--- config.mk ---
export PLATFORM = sky130hd
export DESIGN_NAME = dmem_access
export DESIGN_NICKNAME = d
export VERILOG_FILES = /design/src/rtl/dmem_access.sv
export SDC_FILE = /design/constraint.sdc
export NUM_CORES = 1
export LEC_CHECK = 0
export ABC_CLOCK_PERIOD_IN_PS = 17200
export BUFFER_PORTS_ARGS = -buffer_cell sky130_fd_sc_hd__buf_2
export CAP_MARGIN = 0
export CORE_AREA = 2 2 382 384
export DETAILED_ROUTE_END_ITERATION = 10
export DIE_AREA = 0 0 384 386
export MAX_ROUTING_LAYER = met4
export SETUP_SLACK_MARGIN = 0.5
export SYNTH_ARGS = -nofsm -noshare
export SYNTH_HDL_FRONTEND = slang
export SYNTH_SLANG_ARGS = --single-unit
--- constraint.sdc ---
create_clock -name clock_me -period 17.2 [get_ports clock_me]
set_input_delay 3.44 -clock clock_me [delete_from_list [all_inputs] [get_ports clock_me]]
set_output_delay 3.44 -clock clock_me [all_outputs]
set_load 0.03 [all_outputs]
--- src/rtl/dmem_access.sv ---
// MEM-stage data-memory initiator: direct-mapped, write-through, write-allocate
// cache of one-word lines in front of a fixed-latency word-wide memory port.
module dmem_access #(
  parameter int LINES   = 16,
  parameter int MEM_LAT = 4
) (
  input  logic        clock_me,
  input  logic        reset,
  input  logic        req,
  input  logic        we,
  input  logic [31:0] addr,
  input  logic [31:0] wdata,
  output logic [31:0] rdata,
  output logic        stall,
  output logic [31:0] mem_addr,
  output logic        mem_wmem,
  output logic [31:0] mem_in,
  input  logic [31:0] mem_out,
  output logic [1:0]  fsm_state
);
  localparam int IDX = $clog2(LINES);
  localparam int TW  = 30 - IDX;
  localparam int CW  = (MEM_LAT > 1) ? $clog2(MEM_LAT) : 1;
  localparam logic [CW-1:0] CNT_LOAD = CW'(MEM_LAT - 1);

  localparam logic [1:0] S_IDLE  = 2'd0;
  localparam logic [1:0] S_RWAIT = 2'd1;
  localparam logic [1:0] S_WWAIT = 2'd2;
  localparam logic [1:0] S_DONE  = 2'd3;

  // Handshake: the CPU holds req/we/addr/wdata stable while stall=1; the
  // request retires in the first cycle with req=1 and stall=0, where rdata is valid.
  logic [1:0]       state;
  logic [CW-1:0]    cnt;
  logic [29:0]      a_q;
  logic [31:0]      w_q;
  logic [31:0]      r_q;
  logic [LINES-1:0] valid;
  logic [TW-1:0]    tag_mem  [LINES];
  logic [31:0]      data_mem [LINES];

  logic [IDX-1:0] idx;
  logic [IDX-1:0] a_idx;
  logic [TW-1:0]  tag;
  logic [TW-1:0]  a_tag;
  logic           hit;
  logic           busy;
  logic           fill_rd;
  logic           fill_wr;
  logic           unused_bits;

  assign idx         = addr[2+IDX-1:2];
  assign tag         = addr[31:2+IDX];
  assign a_idx       = a_q[IDX-1:0];
  assign a_tag       = a_q[29:IDX];
  assign hit         = valid[idx] && (tag_mem[idx] == tag);
  assign busy        = (state == S_RWAIT) || (state == S_WWAIT);
  assign fill_rd     = (state == S_RWAIT) && (cnt == '0);
  assign fill_wr     = (state == S_WWAIT) && (cnt == '0);
  assign unused_bits = &{1'b0, addr[1:0]};

  // The write strobe is derived from state, so an asserted reset removes it at once.
  assign mem_wmem  = fill_wr;
  assign mem_addr  = busy ? {a_q, 2'b00} : {addr[31:2], 2'b00};
  assign mem_in    = w_q;
  assign fsm_state = state;

  always_comb begin
    stall = 1'b0;
    rdata = '0;
    case (state)
      S_IDLE: begin
        stall = req && (we || !hit);
        if (req && !we && hit) rdata = data_mem[idx];
      end
      S_RWAIT, S_WWAIT: stall = 1'b1;
      S_DONE:           rdata = r_q;
      default:          ;
    endcase
  end

  always_ff @(posedge clock_me or posedge reset) begin
    if (reset) begin
      state <= S_IDLE;
      cnt   <= '0;
      a_q   <= '0;
      w_q   <= '0;
      r_q   <= '0;
      valid <= '0;
    end else begin
      case (state)
        S_IDLE: begin
          if (req && we) begin
            a_q   <= addr[31:2];
            w_q   <= wdata;
            cnt   <= CNT_LOAD;
            state <= S_WWAIT;
          end else if (req && !hit) begin
            a_q   <= addr[31:2];
            cnt   <= CNT_LOAD;
            state <= S_RWAIT;
          end
        end
        S_RWAIT: begin
          if (cnt == '0) begin
            valid[a_idx] <= 1'b1;
            r_q          <= mem_out;
            state        <= S_DONE;
          end else begin
            cnt <= cnt - CW'(1);
          end
        end
        S_WWAIT: begin
          if (cnt == '0) begin
            valid[a_idx] <= 1'b1;
            state        <= S_DONE;
          end else begin
            cnt <= cnt - CW'(1);
          end
        end
        default: state <= S_IDLE;
      endcase
    end
  end

  // Tag/data arrays need no reset: a line is only trusted through its valid bit.
  always_ff @(posedge clock_me) begin
    if (fill_rd) begin
      tag_mem[a_idx]  <= a_tag;
      data_mem[a_idx] <= mem_out;
    end else if (fill_wr) begin
      tag_mem[a_idx]  <= a_tag;
      data_mem[a_idx] <= w_q;
    end
  end
endmodule

==> flow_summary.ini, run 1 <==
[logic_synthesis]
ys_ff_latch = 1042
synth_edf_count = 928
synth_area_per_cell_um2 = 20.82
synth_most_common_cell = edfxtp_1
ys_warn_count = 0
synth.top_cells.by_count = 928 x edfxtp_1, 239 x mux4_2, 161 x mux2_2
synthArstFlopShare_pct = 10.94
synth.distinct_cells = 64
syn-instance-count = 1996
yosys-top-cells-area = edfxtp_1 67%, mux4_2 13%, dfrtp_1 6.9%
synth.largest_area_cell = edfxtp_1
synth.cell_area_um2 = 41560
seq_area_frac_synth_pct = 73.91
yosys_most_used_dff = edfxtp_1
yosysTopAreaCellShare_pct = 67.04

[global_route]
antenna_found_initial = 12
grt_start_max_net_pins = 89
grt_pass1_vias = 20950
grt_pass1_wl_um = 147000
grtUsageTotal_pct = 14.13
grt-ovfl-total = 0

[power_and_ir_drop]
p_comb_share_pct = 14.2
switching_share_pct = 27.18
ir_drop_mv = 0.08090
pwr-share-seq_pct = 50.7
power_density_nw_per_um2 = 133.5
power_switching_mw = 1.751
pwr-share-clk_pct = 35.0
leakage_nw = 16.10
internal_power_mw = 4.691

[detailed_routing]
avgViaCountPerCell = 4.782
first_pass_iters = 5
drt_iter0_drc = 1753
routed_wl_um = 102100
final_antenna_net_count = 0
vias = 20280
wl_per_cell_um = 24.08
drc = 0

[final_layout]
multiInputGateArea_um2 = 10210
nets = 2341
layout.area.seq_um2 = 30720
stdcell_area_um2 = 48250
final_layout_size_suffix_gt1_share_pct = 35.09
area_delta_synth_final_pct = 16.09
final_util_pct = 33.39
fillCellCount = 13660

[placed_design]
port_buffers = 195
dp_slack_ns = 5.314
place_hpwl_um = 56850
gp_congestion = 0.7737
placed_cell_area_um2 = 44860

[clock_tree]
cts_tree = yes
h-tree-depth = 3
cts-root-buf = clkbuf_16
insertion_delay_ns = 0.73
numCtsBuffers = 102
ctsResizeCount = 0
cts_setup_buffers = 0
path_clk_slew_ns = 0.06
ctsHoldBuffers = 0
clockBufferDepth = 3
clock-sinks = 1042

[floorplanning]
ios = 200
die_x_um = 384
die_h_um = 386
die_area_um2 = 148200
std_cell_rows = 140
initial_core_util_pct = 28.76
core_um2 = 144500

[timing]
skew_ns = 0.05198
tns_ns = 0
rsz0062_at_grt = false
relSlewSlack_pct = 27.18
period_share_pct = 69.68
setup_viol = 0
max_freq_ghz = 0.08343
period_needed_ns = 11.99
tightestPinTransition_ns = 1.092
drv_slew = 0
hold_violations = 0
fin_ws_ns = 5.215

[setup_path]
reg2reg_to = a_q[11]$_DFFE_PP0P_
end_kind = output port
cp_cell_sequence = buf_6 -> buf_4 -> mux4_2 -> mux2i_1 -> mux2i_1 -> xnor2_1 -> o2111ai_1 -> nor4b_1 -> nand4_1 -> buf_4 -> o21ai_0 -> buf_2
critPathLaunchType = input port
crit_required_ns = 13.76
reg2reg_depth = 9
arrival_ns = 8.55
rrSetupSlack_ns = 13.33
critical_path_class = input port to output port
reg2reg_from = tag_mem[13][13]$_DFFE_PP_
worstPathMaxFanout = 63
endpoint = rdata[2]
slowest_delay_ns = 0.76
crit_start = addr[4]
cp_slowest_cell = buf_4

[hold_path]
hold_class = register to register

[outcome]
status = complete, no violations

[run]
maxCapViolations = 0
==> state kept, by name (all words and copies together) (netlist names) <==
signal / flops
a_q: 30
cnt: 2
data_mem: 512
fsm_state: 2
mem_in: 32
r_q: 32
tag_mem: 416
valid: 16
==> routing by layer <==
layer | global-route usage [%] | vias to the layer above | share of wire [%]
met1 | 18.55 | 10940 | 44
met3 | 2.453 | 144 | 5.3
met2 | 22.18 | 555 | 48
li1 | - | 8638 | -
met4 | 4.786 | 0 | 2.7
met5 | - | - | 0
==> final cells by class <==
| class | count | area share (%) |
|---|---|---|
| antenna | 3 | 0.01556 |
| clock buffer | 139 | 5.746 |
| clock inverter | 50 | 1.260 |
| inverter | 49 | 0.3941 |
| multi-input combinational | 800 | 21.17 |
| sequential | 1042 | 63.67 |
| tap | 1917 | 4.971 |
| timing repair buffer | 240 | 2.777 |
==> power groups by stage <==
stage,clock (mW),combinational [mW],sequential [mW]
finish,2.26,0.918,3.27
global route,2.40,0.978,3.31
CTS,2.30,0.929,3.27
detailed placement,0,0.926,3.32
global placement,0,0.920,3.31
floorplan,0,0.567,3.31
==> critical path, delay by kind of cell <==
kind | cells | cell delay, ns
buffers and inverters | 4 | 1.92
and+or+nand+nor | 2 | 0.86
AOI/OAI and AO/OA | 2 | 0.84
muxes | 3 | 0.84
xor gates and xnor gates | 1 | 0.49
==> metrics by stage <==
step,power [mW],hold slack (ns),std cells
5_1_grt,6.686,0.4727,4239
3_3_place_gp,4.233,0.4328,4048
2_1_floorplan,3.880,0.4226,1997
6_report,6.442,0.4552,4240
3_5_place_dp,4.251,0.4406,4048
4_1_cts,6.504,0.4549,4237
==> cell families (layout without fill, tap and decap cells) <==
family | Yosys count | after routing | share of synthesized area (%)
XOR/XNOR | 41 | 41 | 0.8640
buffers and inverters | 155 | 478 | 1.833
AO/OA/AOI/OAI | 124 | 124 | 2.071
other | 1 | 5 | 0.009022
multiplexers | 484 | 484 | 19.53
flip-flops | 1042 | 1042 | 73.91
AND/OR/NAND/NOR | 143 | 143 | 1.604
adder cells (fa/ha/maj) | 6 | 6 | 0.1806
==> placed cells by master, fill, tap and decap left out, drive strengths merged, types with 6 or more instances in the layout <==
| cell | Yosys | final |
|---|---|---|
| mux4 | 244 | 244 |
| nor3 | 13 | 13 |
| a21o | 10 | 10 |
| inv | 49 | 50 |
| xor2 | 13 | 13 |
| dfrtp | 114 | 114 |
| xnor2 | 28 | 28 |
| buf | 67 | 240 |
| mux2i | 79 | 79 |
| nor2 | 25 | 25 |
| a31oi | 6 | 6 |
| ha | 6 | 6 |
| o21ai | 46 | 46 |
| edfxtp | 928 | 928 |
| mux2 | 161 | 161 |
| nand3 | 8 | 8 |
| clkbuf | 39 | 139 |
| nor2b | 7 | 7 |
| bufinv | 0 | 11 |
| clkinv | 0 | 37 |
| a22oi | 11 | 11 |
| nand2 | 63 | 63 |
| nand2b | 6 | 6 |
| o22ai | 8 | 8 |
==> worst min path at each step <==
stage               slack (ns)             startpoint  cells past startpoint                     to
detailed placement        0.44   valid[6]$_DFFE_PP0P_                      1   valid[6]$_DFFE_PP0P_
global placement          0.43   valid[5]$_DFFE_PP0P_                      1   valid[5]$_DFFE_PP0P_
finish                    0.46   valid[6]$_DFFE_PP0P_                      1   valid[6]$_DFFE_PP0P_
global route              0.47  valid[13]$_DFFE_PP0P_                      1  valid[13]$_DFFE_PP0P_
floorplan                 0.42   valid[5]$_DFFE_PP0P_                      1   valid[5]$_DFFE_PP0P_
CTS                       0.45   valid[6]$_DFFE_PP0P_                      1   valid[6]$_DFFE_PP0P_
(Power assumes the default switching activity.)
==> run 2: changes to the inputs <==
--- a/config.mk
+++ b/config.mk
@@ -5,7 +5,7 @@
 export SDC_FILE = /design/constraint.sdc
 export NUM_CORES = 1
 export LEC_CHECK = 0
-export ABC_CLOCK_PERIOD_IN_PS = 17200
+export ABC_CLOCK_PERIOD_IN_PS = 11600
 export BUFFER_PORTS_ARGS = -buffer_cell sky130_fd_sc_hd__buf_2
 export CAP_MARGIN = 0
 export CORE_AREA = 2 2 382 384
==> constraint.sdc (replaced) <==
create_clock -name clock_me -period 11.6 [get_ports clock_me]
set_input_delay 2.32 -clock clock_me [delete_from_list [all_inputs] [get_ports clock_me]]
set_output_delay 2.32 -clock clock_me [all_outputs]
set_load 0.03 [all_outputs]
==> run 2 against run 1 <==
Effect of this change:
- global-route usage grew 0.17 points
- setup slack lost 3.0 ns
- sequential power grew 48%
- clock power grew 60%
- critical path depth is the same
- via count grew 0.72%
- critical path type unchanged
==> flow_summary.ini, run 2 (synthesized netlist as in run 1, its figures left out) <==
[outcome]
status = complete, no violations

[clock_tree]
cts_setup_buffers = 0
insertion_delay_ns = 0.73
path_clk_slew_ns = 0.06
clock-sinks = 1042
ctsResizeCount = 0
cts-root-buf = clkbuf_16
h-tree-depth = 3
clockBufferDepth = 3
ctsHoldBuffers = 0
numCtsBuffers = 104
cts_tree = yes

[global_route]
use_met1_pct = 18.76
grtUsageTotal_pct = 14.30
grt_pass1_wl_um = 148400
grt_start_max_net_pins = 74
antenna_found_initial = 11
grt-ovfl-total = 0
gr-max-usage-layer = met2
use_met2_pct = 22.73
grt_pass1_vias = 20850
use_met3_pct = 1.990

[timing]
max_freq_ghz = 0.1071
period_share_pct = 80.53
tightestPinTransition_ns = 1.154
tns_ns = 0
rsz0062_at_grt = false
relSlewSlack_pct = 23.07
setup_viol = 0
period_needed_ns = 9.341
skew_ns = 0.04694
hold_violations = 0
drv_slew = 0

[detailed_routing]
routed_wl_um = 103500
vias = 20420
drt_iter0_drc = 1835
wl_per_cell_um = 24.38
first_pass_iters = 5
drc = 0
final_antenna_net_count = 0
avgViaCountPerCell = 4.809

[floorplanning]
die_area_um2 = 148200
die_x_um = 384
ios = 200
die_h_um = 386
initial_core_util_pct = 28.76
core_um2 = 144500
std_cell_rows = 140

[setup_path]
end_kind = output port
rrSetupSlack_ns = 7.87
slowest_delay_ns = 0.61
worstPathMaxFanout = 70
endpoint = rdata[2]
reg2reg_to = a_q[14]$_DFFE_PP0P_
crit_start = addr[2]
critical_path_class = input port to output port
cp_cell_sequence = buf_8 -> buf_4 -> mux4_2 -> mux2i_1 -> mux2i_1 -> xnor2_1 -> o2111ai_1 -> nor4b_1 -> nand4_1 -> buf_4 -> o21ai_0 -> buf_2
crit_required_ns = 9.28
cp_slowest_cell = nor4b_1
reg2reg_from = tag_mem[7][13]$_DFFE_PP_
critPathLaunchType = input port
reg2reg_depth = 9
arrival_ns = 7.02

[power_and_ir_drop]
ir_drop_mv = 0.1279
internal_power_mw = 7.143
switching_share_pct = 27.20
pwr-share-seq_pct = 49.4
power_switching_mw = 2.669
p_comb_share_pct = 13.8
pwr-share-clk_pct = 36.8
power_density_nw_per_um2 = 202.0
leakage_nw = 16.25

[final_layout]
mostFrequentLayoutCells = 928 x edfxtp_1, 239 x mux4_2, 192 x buf_2
nets = 2343
largestRegisters = data_mem (512), tag_mem (416)
area_delta_synth_final_pct = 16.85
largest_reg_flops = 512
final_common_cell = edfxtp_1
stdcell_area_um2 = 48570
final_layout_size_suffix_gt1_share_pct = 36.23
largest_register = data_mem
final_util_pct = 33.61

[placed_design]
placed_cell_area_um2 = 44860
place_hpwl_um = 56400
port_buffers = 195
gp_congestion = 0.7737

[run]
maxCapViolations = 0

[hold_path]
hold_class = register to register
hp-start = valid[5]$_DFFE_PP0P_
[run 2: cell count changes in the layout (fill, tap and decap cells not counted)]
cell	change
clkinv_1	-4
inv_6	+1
clkinv_2	+6
clkinvlp_4	+9
clkbuf_1	-18
clkinv_8	+1
diode_2	-1
clkinv_4	+4
inv_16	-1
inv_8	+1
bufinv_16	+7
clkbuf_16	+2
clkinvlp_2	-1
[run 2: per-layer routing]
| layer | wire, um | part of all wire (%) | vias to the layer above |
|---|---|---|---|
| li1 | - | - | 8648 |
| met1 | 44280 | 43 | 10990 |
| met2 | 50570 | 49 | 629 |
| met3 | 5707 | 5.5 | 159 |
| met4 | 2967 | 2.9 | 0 |
| met5 | 0 | 0 | - |
[run 2: through the flow]
stage	power [mW]	hold slack, ns	std cells	worst slack (ns)
6_report	9.811	0.4533	4246	2.259
2_1_floorplan	5.753	0.4226	1997	4.067
3_5_place_dp	6.300	0.4398	4048	2.140
4_1_cts	9.910	0.4542	4244	2.132
3_3_place_gp	6.273	0.4339	4048	2.154
5_1_grt	10.16	0.4609	4245	1.830
[run 2: worst max-delay path: cells and delay by family]
kind / cells / cell delay (ns)
buffers and inverters: 4 / 1.77
muxes: 3 / 0.88
and+or+nand+nor: 2 / 0.79
AOI/OAI and AO/OA: 2 / 0.70
xor gates and xnor gates: 1 / 0.40
[run 2: worst min path at each step]
stage | endpoint | cells after the start | slack [ns]
after floorplan | valid[5]$_DFFE_PP0P_ | 1 | 0.42
after global placement | valid[5]$_DFFE_PP0P_ | 1 | 0.43
after detailed placement | valid[6]$_DFFE_PP0P_ | 1 | 0.44
after CTS | valid[5]$_DFFE_PP0P_ | 1 | 0.45
after global routing | valid[6]$_DFFE_PP0P_ | 1 | 0.46
final | valid[5]$_DFFE_PP0P_ | 1 | 0.45
[run 2: layout make-up]
type / count / area (um2)
Sequential cell: 1042 / 30720
Fill cell: 13590 / 95940
Timing Repair Buffer: 240 / 1340
Clock inverter: 73 / 947.2
Antenna cell: 2 / 5.005
Tap cell: 1917 / 2399
Multi-Input combinational cell: 800 / 10210
Clock buffer: 123 / 2755
Inverter: 49 / 190.2
[run 2: power by group through the flow]
| stage | Sequential (mW) | Clock, mW | Combinational, mW |
|---|---|---|---|
| after global placement | 4.91 | 0 | 1.36 |
| final | 4.85 | 3.61 | 1.36 |
| after CTS | 4.85 | 3.68 | 1.38 |
| after detailed placement | 4.93 | 0 | 1.37 |
| after floorplan | 4.91 | 0 | 0.841 |
| after global routing | 4.90 | 3.82 | 1.44 |
